==> src/rtl/nibble_serial_logic_unit.sv <==
`default_nettype none
// ============================================================================
// Module      : nibble_serial_logic_unit
// Description : Slices WIDTH-bit operands into SLICE-bit pieces, runs them one
//               per cycle (LSB first) through a shared bitwise datapath and
//               reassembles the result behind valid/ready handshakes.
// Revision    : 1.0 - initial release
// ============================================================================
module nibble_serial_logic_unit #(
    parameter int WIDTH = 8,
    parameter int SLICE = 4
) (
    input  logic             clk,
    input  logic             rst_n,
    input  logic             in_valid,
    output logic             in_ready,
    input  logic [WIDTH-1:0] a,
    input  logic [WIDTH-1:0] b,
    input  logic [1:0]       op,
    output logic             out_valid,
    input  logic             out_ready,
    output logic [WIDTH-1:0] result,
    output logic             zero
);

    localparam int c_nslice = WIDTH / SLICE;
    localparam int c_cw     = (c_nslice > 1) ? $clog2(c_nslice) : 1;
    localparam logic [c_cw-1:0] c_last = c_cw'(c_nslice - 1);

    typedef enum logic [1:0] {
        S_IDLE = 2'd0,
        S_RUN  = 2'd1,
        S_DONE = 2'd2
    } state_t;

    state_t            r_state;
    logic [c_cw-1:0]   r_cnt;
    logic [WIDTH-1:0]  r_a;
    logic [WIDTH-1:0]  r_b;
    logic [1:0]        r_op;
    logic [WIDTH-1:0]  r_result;
    logic              r_zero;
    logic              r_out_valid;
    logic [WIDTH-1:0]  w_result_next;

    function automatic logic [SLICE-1:0] slice_op(
        input logic [SLICE-1:0] x,
        input logic [SLICE-1:0] y,
        input logic [1:0]       o
    );
        case (o)
            2'b00:   slice_op = x & y;
            2'b01:   slice_op = x | y;
            2'b10:   slice_op = x ^ y;
            default: slice_op = ~(x | y);
        endcase
    endfunction

    // Only the slice addressed by the counter changes; unwritten slices stay 0.
    always_comb begin
        w_result_next = r_result;
        for (int k = 0; k < c_nslice; k++) begin
            if (r_cnt == c_cw'(k)) begin
                w_result_next[k*SLICE +: SLICE] =
                    slice_op(r_a[k*SLICE +: SLICE], r_b[k*SLICE +: SLICE], r_op);
            end
        end
    end

    always_ff @(posedge clk or negedge rst_n) begin
        if (!rst_n) begin
            r_state     <= S_IDLE;
            r_cnt       <= '0;
            r_a         <= '0;
            r_b         <= '0;
            r_op        <= '0;
            r_result    <= '0;
            r_zero      <= 1'b0;
            r_out_valid <= 1'b0;
        end else begin
            case (r_state)
                S_IDLE: begin
                    if (in_valid) begin
                        r_a      <= a;
                        r_b      <= b;
                        r_op     <= op;
                        r_cnt    <= '0;
                        r_result <= '0;
                        r_state  <= S_RUN;
                    end
                end
                S_RUN: begin
                    r_result <= w_result_next;
                    if (r_cnt == c_last) begin
                        r_state     <= S_DONE;
                        r_out_valid <= 1'b1;
                        r_zero      <= (w_result_next == '0);
                    end else begin
                        r_cnt <= r_cnt + 1'b1;
                    end
                end
                S_DONE: begin
                    if (out_ready) begin
                        r_out_valid <= 1'b0;
                        r_state     <= S_IDLE;
                    end
                end
                default: r_state <= S_IDLE;
            endcase
        end
    end

    assign in_ready  = (r_state == S_IDLE);
    assign out_valid = r_out_valid;
    assign result    = r_result;
    assign zero      = r_zero;

endmodule
`default_nettype wire

==> config.mk <==
export PLATFORM = sky130hd
export DESIGN_NAME = nibble_serial_logic_unit
export DESIGN_NICKNAME = d
export VERILOG_FILES = /design/src/rtl/nibble_serial_logic_unit.sv
export SDC_FILE = /design/constraint.sdc
export NUM_CORES = 1
export LEC_CHECK = 0
export CORE_ASPECT_RATIO = 1.5
export CORE_MARGIN = 2
export CORE_UTILIZATION = 55
export DETAILED_ROUTE_END_ITERATION = 7
export DONT_BUFFER_PORTS = 1
export MAX_ROUTING_LAYER = met4
export PLACE_DENSITY = 0.69
export RECOVER_POWER = 100
export SLEW_MARGIN = 20
export SYNTH_ARGS = -nofsm -noshare
export SYNTH_HDL_FRONTEND = slang
export SYNTH_SLANG_ARGS = --single-unit
==> constraint.sdc <==
create_clock -name clk -period 2.9 [get_ports clk]
set_clock_uncertainty 0.1 [all_clocks]
set_input_delay 0.58 -clock clk [delete_from_list [all_inputs] [get_ports clk]]
set_output_delay 0.58 -clock clk [all_outputs]
set_load 0.01 [all_outputs]
After elaboration in Yosys (flattened, before gate mapping):

Index checks and enable logic that the tools add are counted.

* add/subtract/negate cells: 1
* $mul: 0
* divide/modulo/power cells: 0
* order comparisons: 0
* equal/unequal tests: 7
* shifts and indexed selects: 0
* multiplexer cells: 16
* bitwise operators: 8
* reductions and logical operators: 10

Operators with widths (number)
* $pmux 4 s3: 2
* $pmux 8 s2: 1
* $and 4x4->4: 2
* $logic_not 8->1: 1
* $mux 4: 2
* $mux 8: 1
* $not 4->4: 2
* $or 4x4->4: 2
* $xor 4x4->4: 2
* $mux 2: 3
* $ne 2x2->1 const B: 3
* $pmux 2 s3: 1
* $reduce_and 2->1: 3
* $reduce_and 3->1: 2
* $eq 2x1->1 const B: 2
* $eq 2x2->1 const B: 2
* $logic_not 2->1: 2
* $mux 1: 4
* $pmux 1 s2: 2
* $reduce_bool 2->1: 2
* $add 1x1->1 const B: 1

* register bits after elaboration: 31
* bits in latches: 0
* bits in writable memories: 0
* bits in read-only memories: 0
* output and inout bits: 11
* memories: 0

Longest topological paths before layout:

Gate-level depths: netlist of the first run.

* word-level depth: 5
* depth in mapped cells: 6
* mapped depth without buffers: 6

Worst setup path after synthesis of the first run:

No wires, ideal clock.

* path kind: register -> register
* from: register r_a[6]
* to: register r_zero, in the netlist zero
* setup time: 0.103 ns
* arrival time: 1.558 ns
* slack: 1.139 ns
* stages on the path, launching flop included: 7
* path buffers: 0
* clock period less this slack: 1.761 ns
* cells stage by stage: dfrtp_1 > inv_1 > ha_1 > mux2i_1 > o32ai_1 > or4_1 > o41ai_2

* word-level cells in the longest chain between the ends: 5

RTL lines
* start, declared: line 38 `logic [WIDTH-1:0] r_a;`
* start signal, assigned: line 74 `r_a <= '0;`
* start signal, assigned: line 84 `r_a <= a;`
* $or 4x4->4: line 53, 55
* $not 4->4: line 55 `default: slice_op = ~(x | y);`
* $pmux 4 s3 *: line 51 `case (o)`
* $mux 4 *: line 63 `if (r_cnt == c_cw'(k)) begin`
* $logic_not 8->1 *: line 97 `r_zero <= (w_result_next == '0);`
* end signal, assigned: line 97
* end, declared: line 42 `logic r_zero;`

Mark *: on every way between the ends. The rest lies on a longest branch, timed or not.
A chain may end at the register's enable or synchronous reset.

Worst setup path in the final report of the first run:

* from: register r_op[0]
* to: register r_zero, in the netlist zero

* word-level cells in the longest chain between the ends: 4

RTL lines
* start, declared: line 40 `logic [1:0] r_op;`
* start signal, assigned: line 86 `r_op <= op;`
* $eq 2x2->1 (tied with other cells): line 51
* $pmux 4 s3: line 51
* $mux 4: line 63
* $logic_not 8->1 *: line 97

Marks and branches as above.

==> results of run 1 <==
==> worst min-delay path by stage <==
stage / endpoint / depth (start not counted) / startpoint / slack (ps)
detailed placement: r_b[7] / 0 / rst_n / 190
global route: r_state[1] / 1 / out_ready / 280
finish: r_state[1] / 1 / out_ready / 280
global placement: r_a[7] / 0 / rst_n / 190
floorplan: out_valid / 0 / rst_n / 180
CTS: r_a[0] / 1 / rst_n / 20
==> metal layers <==
layer	vias up	GRT usage [%]	routed length (um)
met5	-	-	0
met1	576	23.3	1310
met4	0	7.94	38
met2	35	33.5	1520
met3	4	6.88	178
li1	595	-	-
==> synth_stat cells <==
library cell,n
mux2_2,2
dfrtp_1,31
or2_2,1
nor4_1,1
o21ai_0,19
or4_1,1
nand3_1,1
o31ai_1,1
o32ai_1,3
inv_1,20
buf_2,1
o2bb2ai_1,1
a22o_1,6
o22ai_1,3
nor2_1,6
ha_1,16
nor2b_1,3
clkbuf_1,5
nor3_1,1
mux2i_1,9
o32a_1,1
a32o_1,1
buf_1,1
o221ai_1,1
nand2b_1,2
nand2_1,23
a21oi_1,5
and2_1,5
o41ai_2,1
buf_6,1
==> worst max-delay path, stage by stage, from the launching register on <==
cell,delay [ps]
dfrtp_1,840
mux2i_1,270
o32ai_1,120
or4_1,540
o41ai_1,240
==> flip-flops by register name, indices dropped and copies added (netlist names) <==
name,flops
r_cnt,1
result,8
zero,1
r_a,8
out_valid,1
r_state,2
r_op,2
r_b,8
==> layout make-up <==
cell class                      count  area (um2)
Inverter                           20        75.1
Fill cell                         262        1110
Sequential cell                    31         776
Tap cell                           39        48.8
Timing Repair Buffer                3        15.0
Multi-Input combinational cell    113         786
Clock buffer                        8         100
==> stage by stage <==
stage                     instance area [um2]  total power [mW]  hold slack (ps)
after detailed placement                 1710              1.75              185
after CTS                                1830              2.14             18.7
after floorplan                          1680              1.55              184
after global routing                     1800              2.31              276
after global placement                   1710              1.71              185
final                                    1800              2.11              285
==> timing repair <==
item,CTS,global route
gates resized for setup,0,0
hold buffers,1,0
endpoints found under the setup margin,0,0
setup buffers,0,0
hold endpoints to repair,31,0
==> layout by cell type (no fill, tap or decap) <==
master / instances
o32a_1: 1
buf_4: 1
clkbuf_8: 7
ha_1: 16
a21oi_1: 5
mux2i_1: 9
a32o_1: 1
nor2b_1: 3
mux2_2: 2
o31ai_1: 1
nor4_1: 1
nand2b_1: 2
nand2_1: 23
o32ai_1: 3
o221ai_1: 1
a22o_1: 6
dfrtp_1: 31
nand3_1: 1
o21ai_0: 19
or2_2: 1
o2bb2ai_1: 1
clkbuf_1: 3
o22ai_1: 3
inv_1: 20
nor2_1: 6
or4_1: 1
nor3_1: 1
o41ai_1: 1
and2_0: 1
and2_1: 4
==> where the power goes <==
| group | internal (mW) | switching, mW | total [mW] |
|---|---|---|---|
| clock | 0.216 | 0.154 | 0.371 |
| sequential | 0.626 | 0.216 | 0.842 |
| combinational | 0.408 | 0.489 | 0.898 |
| total | 1.25 | 0.860 | 2.11 |
==> logic make-up (layout without fill, tap and decap cells) <==
logic type                 Yosys count  count (layout)  synth area share (%)
muxes                               11              11                  6.69
AOI/OAI and AO/OA                   42              42                  16.6
DFF                                 31              31                  46.1
adders and majority gates           16              16                  11.9
buffers and inverters               28              31                  6.77
and+or+nand+nor                     44              44                  12.0
==> metrics.cfg, run 1 <==
[clock_network]
htreeDepth = 2
clk_path_buf_depth = 2
cts_tree = built
clock_sinks = 31
cts_root_buffer = clkbuf_8
cts_buffers = 5
path_clk_slew_ps = 60
clock_latency_ps = 280

[placement]
place_inst = 205
hpwl_um = 2230
pre_cts_slack_ps = 722
portBuffers = 0
place_congestion = 0.796

[layout]
fin_cells = 214
n_antenna_cell = 0
drive_gt1_share_pct = 6.29
area_growth_pct = 6.99
layout.nets = 212
utilization_pct = 61.8

[die]
die_h_um = 71.7
io_pins = 33
coreArea_um2 = 2910
chipWidth_um = 49.2
start_util_pct = 57.8
die-area_um2 = 3530
fp-row-count = 24

[synthesis]
yosys.cell_types.count = 30
synth_top_area_share_pct = 46.1
netlist_area_um2 = 1680
ys_seq_elements = 31
avgSynthCellArea_um2 = 9.78
yosys_warnings = 0
synth_cells = 172
synth_area_leaders = dfrtp_1 (46%), ha_1 (12%), o21ai_0 (5.7%)
yosysTopAreaCell = dfrtp_1
yosysSeqAreaShare_pct = 46.1
synth_nets = 210

[drt]
vias = 1210
viasPerCell = 5.65
drt_drc_violations_left = 0
drt-total-wl_um = 3040
ant_nets = 0
wl_per_cell_um = 14.2
dr.pass1.iters = 4
drt-initial-drc-count = 48

[power_and_ir_drop]
power.density_cell_area_nw_per_um2 = 1170
ir_drop_uv = 593
p_leak_nw = 0.868

[setup_path]
r2r_start = r_op[0]
arrival_ps = 2290
worstPathRequired_ps = 2970
critical_path_class = flop to flop
crit_path_start = r_op[0]
startpoint_type = flop
end_kind = flop
r2r_setup_slack_ps = 680
reg2reg_depth = 4
r2r_end = zero
crit_path_end = zero
crit_fanout = 24

[timing]
finalCritPeriodShare_pct = 76.4
rsz0062_at_grt = false
setup_viol = 0
maxSlewHeadroom_pct = -6.80
finalHoldViolCount = 0
drv_slew = 32
fmax_mhz = 451
period_needed_ps = 2220
tns_ps = 0
worstMarginPinSlew_ps = 1600
fin_ws_ps = 684

[grt]
antenna_found_initial = 0
grt-ovfl-total = 0
track_usage_pct = 20.6
grt_pass1_wl_um = 5290
first_global_vias = 1167
grt_max_degree = 32

[min_path]
hold_path_class = input port to flop

[run_status]
violations = capacitance limit, slew limit
status = finished, violations left

[run]
drv_cap = 1

Power figures use the tool's default switching activity.
==> run 2: changes to the inputs <==
==> constraint.sdc (replaced) <==
create_clock -name clk -period 2.15 [get_ports clk]
set_clock_uncertainty 0.1 [all_clocks]
set_input_delay 0.43 -clock clk [delete_from_list [all_inputs] [get_ports clk]]
set_output_delay 0.43 -clock clk [all_outputs]
set_load 0.01 [all_outputs]
==> run 2 against run 1 <==
The flow now finishes without violations; non-clock buffer count is 3 higher; sequential cell count is the same; clock power rose by 20%; critical path type unchanged; core utilization up 0.56 points; sequential share of layout area shrank 0.39 points; combinational power grew 41%; cell area is 0.90% higher; largest cell class unchanged; power grew 33%; sequential power increased by 29%; global-route usage increased by 0.15 points; register-to-register slack worse by 460 ps; highest routed layer unchanged.
==> metrics.cfg, run 2 (same netlist as run 1, synthesis figures left out) <==
[drt]
viasPerCell = 5.65  ; about the same
dr.pass1.iters = 4  ; unchanged
drt-initial-drc-count = 19  ; was 48
ant_nets = 0  ; unchanged
wl_per_cell_um = 14.3  ; was 14.2 um
drt_drc_violations_left = 0  ; unchanged
drt-total-wl_um = 3090  ; was 3040 um
vias = 1220  ; was 1,210

[die]
coreArea_um2 = 2910  ; unchanged
chipWidth_um = 49.2  ; unchanged
start_util_pct = 57.8  ; unchanged
io_pins = 33  ; unchanged
fp-row-count = 24  ; unchanged
die_h_um = 71.7  ; unchanged
die-area_um2 = 3530  ; unchanged

[clock_network]
htreeDepth = 2  ; unchanged
cts_buffers = 5  ; unchanged
clock_sinks = 31  ; unchanged
clk_path_buf_depth = 2  ; unchanged
postCtsSetupBuffers = 0  ; unchanged
cts_tree = built  ; unchanged
path_clk_slew_ps = 60  ; about the same
ctsResizeCount = 0  ; unchanged
cts_root_buffer = clkbuf_8  ; unchanged
clock_latency_ps = 280  ; about the same

[timing]
period_needed_ps = 1920  ; was 2220 ps
finalHoldViolCount = 0  ; unchanged
rsz0062_at_grt = false  ; unchanged
fmax_mhz = 520  ; was 451 MHz
worstMarginPinSlew_ps = 756  ; was 1600 ps
drv_slew = 0  ; was 32
tns_ps = 0  ; unchanged
holdWs_ps = 142  ; was 285 ps
finalCritPeriodShare_pct = 89.4  ; was 76.4%
maxSlewHeadroom_pct = 49.6  ; was -6.80%
setup_viol = 0  ; unchanged

[grt]
grt_max_degree = 32  ; unchanged
antenna_found_initial = 0  ; unchanged
first_global_vias = 1298  ; was 1,167
track_usage_pct = 20.7  ; was 20.6%
grt_pass1_wl_um = 5490  ; was 5290 um
grt-ovfl-total = 0  ; unchanged

[layout]
final_cell_mix = dfrtp_1 (31), nand2_1 (23), inv_1 (20)  ; unchanged
drive_gt1_share_pct = 8.47  ; was 6.29%
regArea_um2 = 776  ; unchanged
utilization_pct = 62.4  ; was 61.8%
fin_area_um2 = 1820  ; was 1800 um2
final_common_cell = dfrtp_1  ; unchanged
n_antenna_cell = 0  ; unchanged
layout.nets = 215  ; was 212
multi_input_area_um2 = 793  ; was 786 um2
nFillCells = 267  ; was 262
area_growth_pct = 7.96  ; was 6.99%

[setup_path]
path_buf_inv = 1  ; was 0
slowest_delay_ps = 530  ; was 840 ps
arrival_ps = 2000  ; was 2290 ps
crit_slowest_cell = dfrtp_1  ; unchanged
r2r_start = r_op[0]  ; unchanged
end_kind = flop  ; unchanged
path_cells = buf_4 > mux2i_1 > o32a_1 > o221ai_1 > o41ai_2  ; was mux2i_1 > o32ai_1 > or4_1 > o41ai_1
worstPathRequired_ps = 2230  ; was 2970 ps
crit_fanout = 15  ; was 24
crit_path_start = r_op[0]  ; unchanged
critical_path_class = flop to flop  ; unchanged
startpoint_type = flop  ; unchanged
path_delay_family = compound AO/OA/AOI/OAI gates  ; was flip-flops

[power_and_ir_drop]
total_power_mw = 2.81  ; was 2.11 mW
p_leak_nw = 0.886  ; was 0.868 nW
power.density_cell_area_nw_per_um2 = 1550  ; was 1170 nW/um2
ir_drop_uv = 796  ; was 593 uV

[min_path]
min_from = out_ready  ; unchanged
hold_path_class = input port to flop  ; unchanged

[run]
drv_cap = 0  ; was 1

[run_status]
status = complete, no violations  ; was finished, violations left

[placement]
portBuffers = 0  ; unchanged
hpwl_um = 2300  ; was 2230 um
postPlaceCellArea_um2 = 1720  ; was 1710 um2
place_congestion = 0.776  ; was 0.796

run 2: changes by cell type in the layout (fill, tap and decap cells not counted), sizes merged:
cell	delta
clkinv	+1
dlygate4sd3	+1
run 2: worst register-to-register path, delay by kind of cell (launching register included):
family          cells  cell delay, ps
buf+inv             1             280
flops               1             530
mux                 1             240
compound gates      3             690
run 2: timing repair:
item | CTS | global route
hold buffers | 2 | 0
setup endpoints to repair | 0 | 0
hold endpoints to repair | 31 | 0
run 2: cell type report:
cell class / count / area share (%)
Multi-Input combinational cell: 113 / 43.7
Sequential cell: 31 / 42.7
Clock buffer: 6 / 4.55
Inverter: 20 / 4.13
Tap cell: 39 / 2.69
Timing Repair Buffer: 6 / 2.00
Clock inverter: 1 / 0.275
run 2: final timing paths:
path                              end  slack [ps]  cells past startpoint
max                              zero         230                      5
min                        r_state[1]         140                      1
max reg2reg                      zero         230                      5
min reg2reg                r_state[1]         440                      1
max in group asynchronous   result[7]         810                      2
min in group asynchronous      r_b[4]         660                      2
run 2: through the flow:
stage / instances / worst slack, ps
2_1_floorplan: 172 / 389
3_3_place_gp: 207 / 322
3_5_place_dp: 207 / 268
4_1_cts: 216 / 238
5_1_grt: 216 / 91.5
6_report: 216 / 227
run 2: per-layer routing:
metal	up-vias	share of wire (%)	track usage, %
met2	27	50	35.9
met4	0	1.5	7.94
met3	5	5.6	5.42
li1	594	-	-
met1	594	43	22.5
met5	-	0	-
run 2: power breakdown:
| group | switching (mW) | total, mW | internal (mW) |
|---|---|---|---|
| combinational | 0.718 | 1.27 | 0.555 |
| sequential | 0.249 | 1.09 | 0.845 |
| clock | 0.196 | 0.446 | 0.250 |
